### config.mk
export PLATFORM = sky130hd
export DESIGN_NAME = clkdiv
export DESIGN_NICKNAME = d
export VERILOG_FILES = /design/src/rtl/clkdiv.sv
export SDC_FILE = /design/constraint.sdc
export NUM_CORES = 1
export LEC_CHECK = 0
export BUFFER_PORTS_ARGS = -buffer_cell sky130_fd_sc_hd__clkbuf_2
export CORE_AREA = 3 3 40 42
export CTS_CLUSTER_DIAMETER = 50
export DETAILED_ROUTE_END_ITERATION = 6
export DIE_AREA = 0 0 43 45
export HOLD_SLACK_MARGIN = 0.08
export SYNTH_ARGS = -nofsm -noshare
export SYNTH_HDL_FRONTEND = slang
export SYNTH_SLANG_ARGS = --single-unit
### constraint.sdc
create_clock -name clkin -period 2.9 [get_ports clkin]
set_clock_uncertainty 0.15 [all_clocks]
set_input_delay 0.145 -clock clkin [delete_from_list [all_inputs] [get_ports clkin]]
set_output_delay 0.145 -clock clkin [all_outputs]
set_load 0.01 [all_outputs]
### src/rtl/clkdiv.sv
// clkdiv: binary ripple-free clock divider.
// A single STAGES-bit up-counter runs on clkin; clkout[i] is counter bit i,
// i.e. clkin divided by 2^(i+1) with 50% duty cycle. Because all outputs come
// straight from counter flops, they change together on rising clkin and a
// rising edge of any bit coincides with all lower bits falling to 0.
//
// Ports:
//   clkin  - source clock, all state updates on its rising edge
//   rst    - synchronous active-high reset, clears the counter
//   clkout - STAGES divided clocks, bit i = clkin / 2^(i+1)
module clkdiv #(
  parameter int unsigned STAGES = 4
) (
  input  logic              clkin,
  input  logic              rst,
  output logic [STAGES-1:0] clkout
);

  logic [STAGES-1:0] cnt_q;
  logic [STAGES-1:0] cnt_d;

  // Natural wrap of the STAGES-bit add gives the modulo-2^STAGES roll-over.
  always_comb begin
    cnt_d = cnt_q + STAGES'(1);
  end

  always_ff @(posedge clkin) begin
    if (rst) begin
      cnt_q <= '0;
    end else begin
      cnt_q <= cnt_d;
    end
  end

  // Outputs taken directly from the flops so they are glitch-free.
  assign clkout = cnt_q;

endmodule

* Word-level counts from Yosys, hierarchy flattened
Cells that the tools add are included.
** Storage, ports and cells
- Register bits :: 4
- Output and inout port bits :: 4
- Word-level logic and storage cells :: 2
** Operators by class
- Add/sub/neg operators :: 1
** Operators by type and width (number)
- 4-bit by 1-bit adder with 4-bit output, second input constant :: 1

* Depth between registers and ports, before layout
- Depth after elaboration :: 1
- Depth in mapped cells :: 3
- Depth with buffers taken out :: 3

* Least setup slack after synthesis
Ideal clock, no wire load.
- Kind :: register to register
- Start :: register cnt_q[0] (netlist: clkout[0])
- End :: register cnt_q[3] (netlist: clkout[3])
- Setup time :: 0.121 ns
- Data arrival time :: 0.790 ns
- Required time :: 2.629 ns
- Path slack :: 1.839 ns
- Cell stages (with the launch flop) :: 3
- Period minus slack after synthesis :: 1.061 ns
- Cells stage by stage :: dfxtp_1 > nand3_2 > mux2_4
** Between the ends
- Longest elaborated chain between the ends :: 1
** Ends and longest elaborated chain
- start: declaration :: line 19 : logic [STAGES-1:0] cnt_q;
- start signal: assignment :: line 31 : cnt_q <= cnt_d;
- 4-bit by 1-bit adder with 4-bit output :: line 24 : cnt_d = cnt_q + STAGES'(1);
Every way passes these cells.
A chain may end at the register's enable or synchronous reset.

==> impl_metrics.tcl <==
set metrics [dict create \
    power_density_nw_per_um2 640 \
    required_ns 2.87 \
    io_pins 6 \
    maxCapViolCount 0 \
    ir_drop_v 0.000216 \
    root_buffer "clkbuf_4" \
    wl_um 296 \
    die_height_um 45 \
    cts.sinks 4 \
    ys_ff_latch 4 \
    min_path_cells 1 \
    drive_above_1_share 0.455 \
    start_util 0.117 \
    syn_nets 16 \
    fin_tns_setup_ns 0 \
    path_cells "dlygate4sd3_1 -> clkbuf_2 -> nor2_1 -> mux2_4" \
    cts_max_level 1 \
    hp-start "clkout[0]" \
    post-place-cells 33 \
    drc 0 \
    core_um2 1280 \
    gp_congestion 0.640 \
    maxSlewViolCount 0 \
    regToRegSetupSlack_ns 1.86 \
    relSlewSlack 0.896 \
    seqCellArea_um2 80.1 \
    clk_pin_slew_worst_paths_ns 0.04 \
    avgSynthCellArea_um2 11.5 \
    path_buf_inv 2 \
    finalCriticalPeriod_ns 1.14 \
    r2r_start "clkout[0]" \
    cp.depth 4 \
    grt_max_degree 6 \
    diodes 0 \
    cts_tree "built" \
    critPathKind "in -> reg" \
    clk_latency_ns 0.24 \
    area_delta_synth_final_pct 50.8 \
    worst_pin_slew_ns 0.156 \
    synth_top_area_frac 0.533 \
    vias_per_cell 3.19 \
    grt_antenna_before_repair 0 \
    dieArea_um2 1940 \
    r2r-end "clkout[3]" \
    pre_cts_slack_ns 1.86 \
    fmax_mhz 879 \
    crit_fanout 5 \
    rsz0062_at_grt "no" \
    reg2regPathDepth 2 \
    vias 118 \
    multi_input_area_um2 70.1 \
    cp_slowest_cell "dlygate4sd3_1" \
    portBuffers 5 \
    cp-start-kind "input pin" \
    avgRoutedWirePerCell_um 8.00 \
    grt_pass1_wl_um 579 \
    detail-route-antenna-nets 0 \
    num_rows 13 \
    layout.filler_cells 139 \
    grt.overflow.total 0 \
    synth_warnings 0 \
    final_cells 37 \
    timing.final.ws_setup_ns 1.76 \
    synth_area_um2 150 \
    synth_largest_area_cell "dfxtp_1" \
    largest_reg_flops 4 \
    cts_max_path_buffers 2 \
    synth.area.top_cells "dfxtp_1, mux2_4, ha_1" \
    crit_family "buffers and inverters" \
    seq_area_frac_synth 0.533 \
    drt_iter0_markers 2 \
    dieWidth_um 43 \
    syn_inst 13 \
    outcome "complete, no violations" \
    min_to "clkout[0]" \
    crit_path_end_kind "flop" \
    finalCritPeriodShare 0.392 \
    cp_data_arrival_time_ns 1.11 \
    firstDrtPassIters 2 \
    grt_pass1_vias 134 \
    cp_slowest_stage_delay_ns 0.52 \
    dp_hpwl_um 211 \
    setup_viol_count_final 0 \
    hold_path_class "reg -> reg" \
    hold_viol 0 \
    cts_buffers 3 \
    synth.distinct_cells 7 \
    leakage_uw 0.000104 \
    grt_usage 0.0500 \
    finalNetCount 27 \
]
[synth_stat cells]
cell,number
dfxtp_1,4
ha_1,1
nand3_2,1
nor2_1,3
xnor2_1,1
nor2b_1,2
mux2_4,1
[cells in the final DEF (no fill, tap or decap), drive strengths merged]
cell,netlist,final
clkbuf,0,8
dfxtp,4,4
nor2,3,3
nor2b,2,2
xnor2,1,1
nand3,1,1
mux2,1,1
ha,1,1
dlygate4sd3,0,1
[worst max-delay path by stage]
| stage | start | end |
|---|---|---|
| 2_1_floorplan | clkout[0] | clkout[3] |
| 3_3_place_gp | clkout[0] | clkout[3] |
| 3_5_place_dp | clkout[0] | clkout[3] |
| 4_1_cts | rst | clkout[3] |
| 5_1_grt | rst | clkout[3] |
| 6_report | rst | clkout[3] |
[timing repair]
action,4_1_cts,5_1_grt
hold buffers,1,0
gates resized for setup,0,0
endpoints found under the hold margin,3,0
buffers inserted,0,0
[final cells by class]
type | count | area share
well taps | 15 | 0.0829
flip-flops and latches | 4 | 0.354
clock buffers | 3 | 0.0994
multi-input cells | 9 | 0.309
repair buffers | 6 | 0.155
[power breakdown]
part	switching (uW)	internal, uW	total, uW	leakage (uW)
clock network	23.4	46.3	69.7	0.0000138
registers	3.59	58.9	62.5	0.0000329
logic	5.91	6.88	12.8	0.0000573
total	32.9	112	145	0.000104
[metal layers]
layer | routed length, um | GRT usage | part of all wire | up-vias
li1 | - | - | - | 60
met1 | 142 | 0.0459 | 0.48 | 49
met2 | 83 | 0.0419 | 0.28 | 9
met3 | 71 | 0.0837 | 0.24 | 0
met4 | 0 | 0.0361 | 0 | 0
met5 | 0 | 0 | 0 | -
[metrics by stage]
stage          hold WS, ns  total power [uW]  utilization  cell area, um2
3_5_place_dp         0.237              75.4        0.151             194
6_report             0.326               145        0.176             226
2_1_floorplan       0.0617              69.6            -             150
5_1_grt              0.388               157        0.176             226
3_3_place_gp         0.224              75.2        0.151             194
4_1_cts              0.333               152        0.176             226
[cells by family after synthesis]
kind of cell,share of synthesized area
flip-flops,0.533
multiplexers,0.100
XOR/XNOR,0.0583
adder cells (fa/ha/maj),0.0833
AND/OR/NAND/NOR,0.225
Power figures use the tool's default switching activity.
